[src/rtl/cmos_uploader.sv]
// Streams the 4-bit CMOS array to the host as packed bytes.
// Each host byte is fetched as two nibble reads (low cell first), stalling on cmos_busy.
module cmos_uploader #(
  parameter int          BYTES = 512,
  parameter logic [7:0]  FILL  = 8'hFF
) (
  input  logic        clk_sys,
  input  logic        reset_n,
  input  logic        ioctl_upload,
  input  logic        ioctl_rd,
  input  logic [24:0] ioctl_addr,
  output logic [7:0]  ioctl_din,
  output logic        ioctl_wait,
  output logic [9:0]  cmos_addr,
  output logic        cmos_req,
  input  logic        cmos_busy,
  input  logic [3:0]  cmos_data,
  output logic        upload_done
);

  typedef enum logic [2:0] {IDLE, REQ_LO, CAP_LO, REQ_HI, CAP_HI} state_t;

  state_t      state_q;
  logic [3:0]  lo_q;
  logic [7:0]  din_q;
  logic        wait_q, req_q;
  logic [9:0]  caddr_q;
  logic        up_q, done_q;
  logic        done_d;
  logic        in_range;

  assign in_range = (ioctl_addr < 25'(BYTES));
  assign done_d   = up_q & ~ioctl_upload;

  always_ff @(posedge clk_sys or negedge reset_n) begin
    if (!reset_n) begin
      state_q <= IDLE;
      lo_q    <= '0;
      din_q   <= '0;
      wait_q  <= 1'b0;
      req_q   <= 1'b0;
      caddr_q <= '0;
      up_q    <= 1'b0;
      done_q  <= 1'b0;
    end else begin
      up_q   <= ioctl_upload;
      done_q <= done_d;
      // Host abandoning the session aborts any fetch; din keeps the last good byte.
      if (state_q != IDLE && !ioctl_upload) begin
        state_q <= IDLE;
        req_q   <= 1'b0;
        wait_q  <= 1'b0;
      end else begin
        case (state_q)
          IDLE: if (ioctl_upload && ioctl_rd) begin
            if (in_range) begin
              caddr_q <= {ioctl_addr[8:0], 1'b0};
              req_q   <= 1'b1;
              wait_q  <= 1'b1;
              state_q <= REQ_LO;
            end else begin
              din_q   <= FILL;
            end
          end
          REQ_LO: if (!cmos_busy) begin
            req_q   <= 1'b0;
            state_q <= CAP_LO;
          end
          CAP_LO: begin
            lo_q    <= cmos_data;
            caddr_q <= caddr_q | 10'd1;
            req_q   <= 1'b1;
            state_q <= REQ_HI;
          end
          REQ_HI: if (!cmos_busy) begin
            req_q   <= 1'b0;
            state_q <= CAP_HI;
          end
          CAP_HI: begin
            din_q   <= {cmos_data, lo_q};
            wait_q  <= 1'b0;
            state_q <= IDLE;
          end
          default: state_q <= IDLE;
        endcase
      end
    end
  end

  assign ioctl_din   = din_q;
  assign ioctl_wait  = wait_q;
  assign cmos_addr   = caddr_q;
  assign cmos_req    = req_q;
  assign upload_done = done_q;

endmodule

[config.mk]
export PLATFORM = sky130hd
export DESIGN_NAME = cmos_uploader
export DESIGN_NICKNAME = d
export VERILOG_FILES = /design/src/rtl/cmos_uploader.sv
export SDC_FILE = /design/constraint.sdc
export NUM_CORES = 1
export LEC_CHECK = 0
export CELL_PAD_IN_SITES_DETAIL_PLACEMENT = 1
export CELL_PAD_IN_SITES_GLOBAL_PLACEMENT = 2
export CORE_ASPECT_RATIO = 1.25
export CORE_MARGIN = 1
export CORE_UTILIZATION = 27
export DETAILED_ROUTE_END_ITERATION = 10
export HOLD_SLACK_MARGIN = 0.03
export PLACE_DENSITY = 0.92
export SLEW_MARGIN = 20
export SYNTH_ARGS = -nofsm -noshare
export SYNTH_HDL_FRONTEND = slang
export SYNTH_SLANG_ARGS = --single-unit
[constraint.sdc]
create_clock -name clk_sys -period 3.1 [get_ports clk_sys]
set_input_delay 0.31 -clock clk_sys [delete_from_list [all_inputs] [get_ports clk_sys]]
set_output_delay 0.31 -clock clk_sys [all_outputs]
set_load 0.005 [all_outputs]
==> out/results.txt, run 1 <==
The switching share of total power was 0.243. The area taken by multi-input logic gates was 480 um2. The setup path with the least slack is of type in -> reg. The tools report the number of pins with negative max-slew slack in the final report as 0. The run gives 726 um2 as the area of all sequential standard cells. The logs give 0 for the number of synthesis warnings and 2 for the count of H-tree levels built during CTS.

The run gives 4810 um2 as the die area. The tightest slew margin relative to the limit was 0.603. The run gives 0.147 as the total global-route track usage.

The number of clock buffers added by TritonCTS is 5. The via total after detailed routing is 1,043, and the area share of the largest cell type after synthesis is 0.592. The final-report hold violation count was 0; the area of the mapped netlist was 1220 um2.

OpenSTA, run right after detailed placement, puts the worst setup slack at 0.783 ns. In this run the clock root is driven by a clkbuf_8. The worst path needs 2.01 ns of the cycle, external delays included. In the synthesized netlist, the cells that appear most often are dfrtp_1, nor2_1, a21oi_1, mux2_4, o22ai_1. The kind of start point of the critical path is an input port. The mean instance size in the synthesized netlist is 12.2 um2, and the clock network latency to the later pin of the worst-skew pair is 0.28 ns.

The vertical die dimension is 77.3 um. Final clock skew: 0.00498 ns. Synthesis instantiated 24 different standard cells from the library.

The transition time at the pin with the least slew margin was 0.592 ns; the total congestion overflow was 0. The flow ran to the end, and the final reports show no timing, DRC or antenna violations. For the worst flop-to-flop path, the logic depth is 4. The proportion of synthesized flip-flops having asynchronous set or reset came out at 1.00. The run gives 0.197 as the share of power burned in combinational logic. The tools report the share of power burned in the clock network as 0.342. The post-cts resize count was 0; the final critical-path share of the clock period was 0.648.

The worst setup path is captured at a flip-flop. The initial antenna violation count is 0. The number of nets in the synthesized netlist is 134.

The endpoint identified for the worst register-to-register timing path is cmos_addr[3]. The number of setup buffers added after CTS is 0. The setup check on the worst reg-to-reg path leaves a slack of 1.30 ns. At the end of the flow, the number of nets in the layout was 195.

Entering global routing, the biggest net connects 30 pins. Number of antenna cells inserted: 0. The most used flip-flop cell after synthesis is dfrtp_1.

The logs give 3.31 mm for the total detailed-routing wirelength and 0.254 mV for the worst IR drop on VDD. The core area was 4390 um2; the worst endpoint data arrival time was 2.15 ns. After detailed routing, the number of vias per cell comes to 4.74.

Setup repair after global routing left no endpoint under its margin. Ranked by total cell area, the synthesized netlist is headed by dfrtp_1, mux2_4, mux2_2, o22ai_1, a21oi_1. Synthesis produced a netlist whose cell count is 100.

The run gives 0.755 mW as the internal power summed over all cells. Number of antenna-violating nets in the routed design: 0. Register share of total power: 0.461. Power spread over the standard cell area amounts to 514 nW/um2. For this design, the CTS-stage hold fixing added 0 buffers.

The tools report the sequential share of the synthesized area as 0.592. The aggregate negative setup slack was 0 ns; the number of global-route vias before repair was 1,153. Relative to the synthesized area, the layout overhead comes to 58.3%. CTS saw 29 sinks. The tool flagged a number of max-cap violations equal to 0. The fraction of layout cells with a size suffix above 1 came out at 0.160. Synthesis inferred 29 register bits. The HPWL reported at the end of detailed placement came out at 2.52 mm.

The first TritonRoute pass finished after 4 iterations. Of all nets on the critical path, the largest fanout is 9. The overall die width was 62.2 um. The initialized floorplan defines 27 standard-cell rows.

The endpoint required time on the critical path came out at 3.25 ns. The path class of the tightest hold or removal check is in -> async. For the iteration-0 DRC count of the detailed router, the log shows 23. In the final routed layout, each cell accounts on average for 15.1 um. Counting along the longest clock path gives a buffer depth of 2. For this design the total switching power over the nets is 0.242 mW.

With fillers left out, the area of the finished cells amounts to 1940 um2. The clock-pin slew on the worst setup and hold paths came out at 0.06 ns. The filler cells instantiated in the layout total 506. The largest area contributor in the synthesized netlist is dfrtp_1.

TritonCTS built the clock tree. Setup violations remaining at the end of the flow were counted as 0. The startpoint identified for the worst register-to-register timing path is state_q[2]. For this run, design rule violations remaining after detail routing come to 0. Yosys instantiated no cell more often than dfrtp_1. The placed instances occupy a cell area of 1840 um2. Worst setup slack after layout: 1.09 ns. Leakage power of the design: 0.852 nW. The starting density of the core is 0.279.

The count of pins on the block boundary was 55; the global-route wire length before repair was 5.48 mm. At the end of routability-driven placement, the weighted congestion stood at 0.630. Number of enable flip-flop cells after synthesis: 0. The fmax was 498 MHz; the count of buffers inserted at the top-level ports was 54.
layout by cell type, fill, tap and decap left out, drive strengths merged:
cell type	Yosys	final
clkinv	0	1
nand2b	2	2
nand2	6	6
nor3	2	2
o22ai	8	8
a21o	1	1
a211oi	1	1
o211ai	1	1
buf	1	2
nand4	1	1
nor2	11	11
or2	1	1
xnor2	1	1
or4	1	1
nor2b	2	2
mux2	13	13
clkbuf	1	7
inv	1	1
a21oi	9	9
nor4	4	4
clkdlybuf4s50	0	54
nor3b	2	2
dfrtp	29	29
o21ai	2	2
flip-flops by register name, summed over array words and instances (netlist names):
name	count
state_q	3
up_q	1
ioctl_din	8
lo_q	4
ioctl_wait	1
cmos_addr	10
cmos_req	1
upload_done	1
critical path: stages:
cell and delay [ns]:
clkdlybuf4s50_1 0.62, nor3b_2 0.57, nand2_1 0.35, o22ai_1 0.22, a21oi_1 0.07
through the flow:
step	total power [mW]	instances	util	hold WS, ns
after global routing	1.04	220	0.442	0.478
final	0.997	220	0.442	0.414
after detailed placement	0.663	212	0.419	0.481
after floorplan	0.514	100	-	0.0144
after global placement	0.650	212	0.419	0.449
after CTS	1.00	220	0.442	0.422
cell type report:
type / instances / share of cell area
clock buffer: 7 / 0.0497
timing repair buffer: 56 / 0.286
tap: 58 / 0.0374
inverter: 1 / 0.00194
sequential: 29 / 0.374
clock inverter: 1 / 0.00258
multi-input combinational: 68 / 0.248
metal layers:
metal  up-vias  routed length (um)  global-route usage  share of wire
met2        36                1890               0.278           0.57
met3         2                 126              0.0238          0.038
li1        485                   -                   -              -
met4         0                  24              0.0767         0.0072
met1       520                1270               0.154           0.38
met5         -                   0                   0              0
power groups by stage:
stage	combinational, mW	sequential, mW	clock (mW)
after global placement	0.188	0.462	0
after detailed placement	0.197	0.466	0
after global routing	0.212	0.466	0.358
after CTS	0.199	0.460	0.345
after floorplan	0.0527	0.461	0
final	0.197	0.459	0.341
cell families (layout without fill, tap and decap cells):
kind of cell           after synthesis  in the layout  synth area share
AND/OR/NAND/NOR                     32             32             0.137
flip-flops                          29             29             0.592
AO/OA/AOI/OAI                       22             22             0.104
multiplexers                        13             13             0.144
buffers and inverters                3             65            0.0153
XOR/XNOR                             1              1           0.00715
worst max-delay path by stage:
stage	start	end	slack [ns]
6_report	ioctl_upload	ioctl_din[7]	1.09
5_1_grt	ioctl_upload	ioctl_din[7]	0.98
4_1_cts	ioctl_addr[24]	cmos_addr[8]	1.10
3_5_place_dp	ioctl_upload	ioctl_din[7]	0.78
3_3_place_gp	ioctl_addr[13]	cmos_addr[3]	0.83
2_1_floorplan	ioctl_addr[22]	cmos_addr[2]	1.32
Note: power is estimated with default switching activity, not from simulation.
==> run 2: changes to the inputs <==
Settings changed: CORE_UTILIZATION 27 to 22, PLACE_DENSITY 0.92 to 0.81.
Clock period 3.1 ns to 1.8 ns, I/O delays scaled along.
==> run 2 against run 1 <==
Effect of this change: die area grew 22%; critical path type unchanged; sequential power grew 72%; highest routed layer unchanged; largest cell class unchanged; sequential share of layout area fell by 2.0 points; worst hold slack got worse by 0.11 ns; global-route usage down 2.3 points; power up 63%; via count grew 2.3%; clock skew is essentially flat.
==> out/results.txt, run 2 (synthesized netlist as in run 1, its figures left out) <==
The run finished with clean final reports. The total setup violations reported at the end of the flow is 0 (unchanged). The number of iterations in the first detailed-routing pass is 4 (unchanged), and the number of CTS-inserted buffers is 5 (unchanged). The number of flip-flops under the largest register name is 10 (unchanged), and the count of buffers inserted at the top-level ports is 54 (unchanged). The maximum clock insertion buffer count came out at 2 (unchanged). The launch instance of the worst register-to-register path was state_q[0].

For the worst endpoint data arrival time, the log shows 1.87 ns (-0.28 ns). The final critical delay including setup and external delays was 1.71 ns; the net total in the final layout was 203 (+4.1%). The number of sinks on the clock net is 29 (unchanged), and the power per standard cell area is 792 nW/um2 (+54%). The slowest cell on the critical path was or4_4. The fraction of layout cells with a size suffix above 1 came out at 0.212 (+0.0513).

The vertical die dimension is 85.4 um (+11%), and the number of placement rows is 30 (+11%). For the number of antenna cells inserted, the log shows 0 (unchanged). Average wire per cell in the routed design: 14.8 um (-1.4%). The total congestion overflow was 0 (unchanged). The library cells used most frequently in the layout, excluding fill and tap cells, are clkdlybuf4s50_1, dfrtp_1, dlymetal6s2s_1. The via total after detailed routing is 1,067 (+2.3%), and the number of pins with negative max-slew slack in the final report is 0 (unchanged).

Relative to the synthesized area, the layout overhead comes to 67.2%. The most common cell after layout, fill and taps aside was clkdlybuf4s50_1. Area taken by multi-input logic gates: 510 um2 (+6.3%). The core area is 5410 um2 (+23%). The tools report the worst-case register-to-register setup slack as 0.16 ns (-1.14 ns).

The clock network latency to the later pin of the worst-skew pair was 0.27 ns (about the same). The transition time at the pin with the least slew margin works out to 0.369 ns (-0.224 ns). The area of all sequential standard cells is 726 um2 (unchanged), and the overall die width is 68.7 um (+10%).

The peak fanout along the critical path is 6 (-3). The tools report the number of max-capacitance violations reported as 0 (unchanged). Number of cells on the worst reg-to-reg path: 4 (unchanged). The kind of start point of the critical path was an input port.

The worst IR drop on VDD is 0.251 mV (-1.2%). The run gives 55 (unchanged) as the count of pins on the block boundary. The final clock skew is 0.00515 ns (+0.000169 ns).

The sum of buffers and inverters on the critical path came out at 1 (unchanged). The maximum number of pins on one net before global-route repair is 30 (unchanged). Category of the critical setup timing path: in -> reg. The per-cell via count in the routed design is 4.56 (-3.8%), and the worst-case hold slack is 0.303 ns (-0.111 ns).

The clock-pin slew on the worst setup and hold paths works out to 0.06 ns (about the same). The run gives 2 (unchanged) as the count of H-tree levels built during CTS. The iteration-0 DRC count of the detailed router came out at 13 (-43%).

The final critical-path share of the clock period is 0.953, and the final-report hold violation count is 0 (unchanged). CTS placed an instance of clkbuf_8 at the clock tree root. For the aggregate negative setup slack, the log shows 0 ns (unchanged). The logs give 1.96 ns (-1.29 ns) for the endpoint required time on the critical path and 0 (unchanged) for the number of antenna-violating nets in the routed design. Traced cell by cell, the critical path runs through clkdlybuf4s50_1 > nor4_2 > nand4_1 > or4_4 > mux2_4. The run gives 1.02 nW (+19%) as the leakage power of the design. In this run the worst hold path is classified as in -> async. Setup repair after global routing left no endpoint under its margin. The kind of cell with the highest combined delay along the critical path is simple AND/OR/NAND/NOR gates.

The initial antenna violation count is 0 (unchanged). The tools report the global-route wire length before repair as 5.28 mm (-3.7%). The number of global-route vias before repair is 1,174 (+1.8%), and the tightest slew margin relative to the limit is 0.754 (+0.151). The logs give 0.777 (+23%) for the placer congestion estimate and 601 (+19%) for the fill cell total of the finished layout. The tools report the critical path endpoint category as a flip-flop.

In this run the critical register-to-register path is captured at cmos_addr[3]. The starting density of the core was 0.227 (-0.0523). TritonCTS built the clock tree. The tools report the die area as 5870 um2 (+22%). The run gives 0 (unchanged) as the count of unresolved DRC violations after routing. The tools report the total global-route track usage as 0.124 (-0.0233). The fmax is 583 MHz.

Largest incremental delay on the critical path: 0.62 ns (about the same). The total detailed-routing wirelength came out at 3.47 mm (+4.9%).
==> run 2: worst reg2reg max path, delay by kind of cell, from the launching register on <==
kind | cells | cell delay, ns
flops | 1 | 0.44
mux | 1 | 0.34
simple gates | 3 | 0.75
==> run 2: cell type report <==
type | count | area share
clock buffers | 6 | 0.0354
flip-flops and latches | 29 | 0.354
repair buffers | 63 | 0.315
multi-input cells | 69 | 0.249
clock inverters | 2 | 0.00489
inverters | 1 | 0.00183
well taps | 64 | 0.0391
==> run 2: worst max-delay path by stage <==
stage	endpoint	cells after the start	startpoint
3_3_place_gp	cmos_addr[4]	5	ioctl_addr[16]
3_5_place_dp	cmos_addr[3]	5	ioctl_addr[15]
4_1_cts	cmos_addr[3]	5	ioctl_addr[15]
6_report	cmos_addr[3]	5	ioctl_addr[24]
2_1_floorplan	cmos_addr[2]	5	ioctl_addr[22]
5_1_grt	cmos_addr[6]	5	ioctl_addr[24]
==> run 2: layer usage <==
metal  up-vias  part of all wire  wire, um  track usage
li1        503                 -         -            -
met3         7             0.051       176       0.0349
met1       521              0.40      1390        0.137
met4         0             0.022        75       0.0705
met5         -                 0         0            0
met2        36              0.53      1830        0.207
==> run 2: per-stage QoR <==
step	power (mW)	worst slack, ns	area, um2	cells	utilization
after floorplan	0.886	0.150	1220	100	-
after global placement	1.13	-0.311	1890	224	0.350
after detailed placement	1.14	-0.361	1890	224	0.350
after CTS	1.65	0.0149	1970	232	0.365
after global routing	1.72	0.00570	2050	234	0.379
final	1.62	0.0853	2050	234	0.379
==> run 2: power breakdown <==
group	switching (mW)	total [mW]	internal [mW]	leakage, nW
registers	0.0582	0.789	0.731	0.364
clock network	0.229	0.496	0.267	0.0450
logic	0.115	0.337	0.222	0.608
==> run 2: timing repair <==
action,CTS,global route
endpoints found under the setup margin,9,9
hold buffers,0,0
resized for setup,0,19
pin swaps,1,6
cloned,0,1
setup buffers,0,1
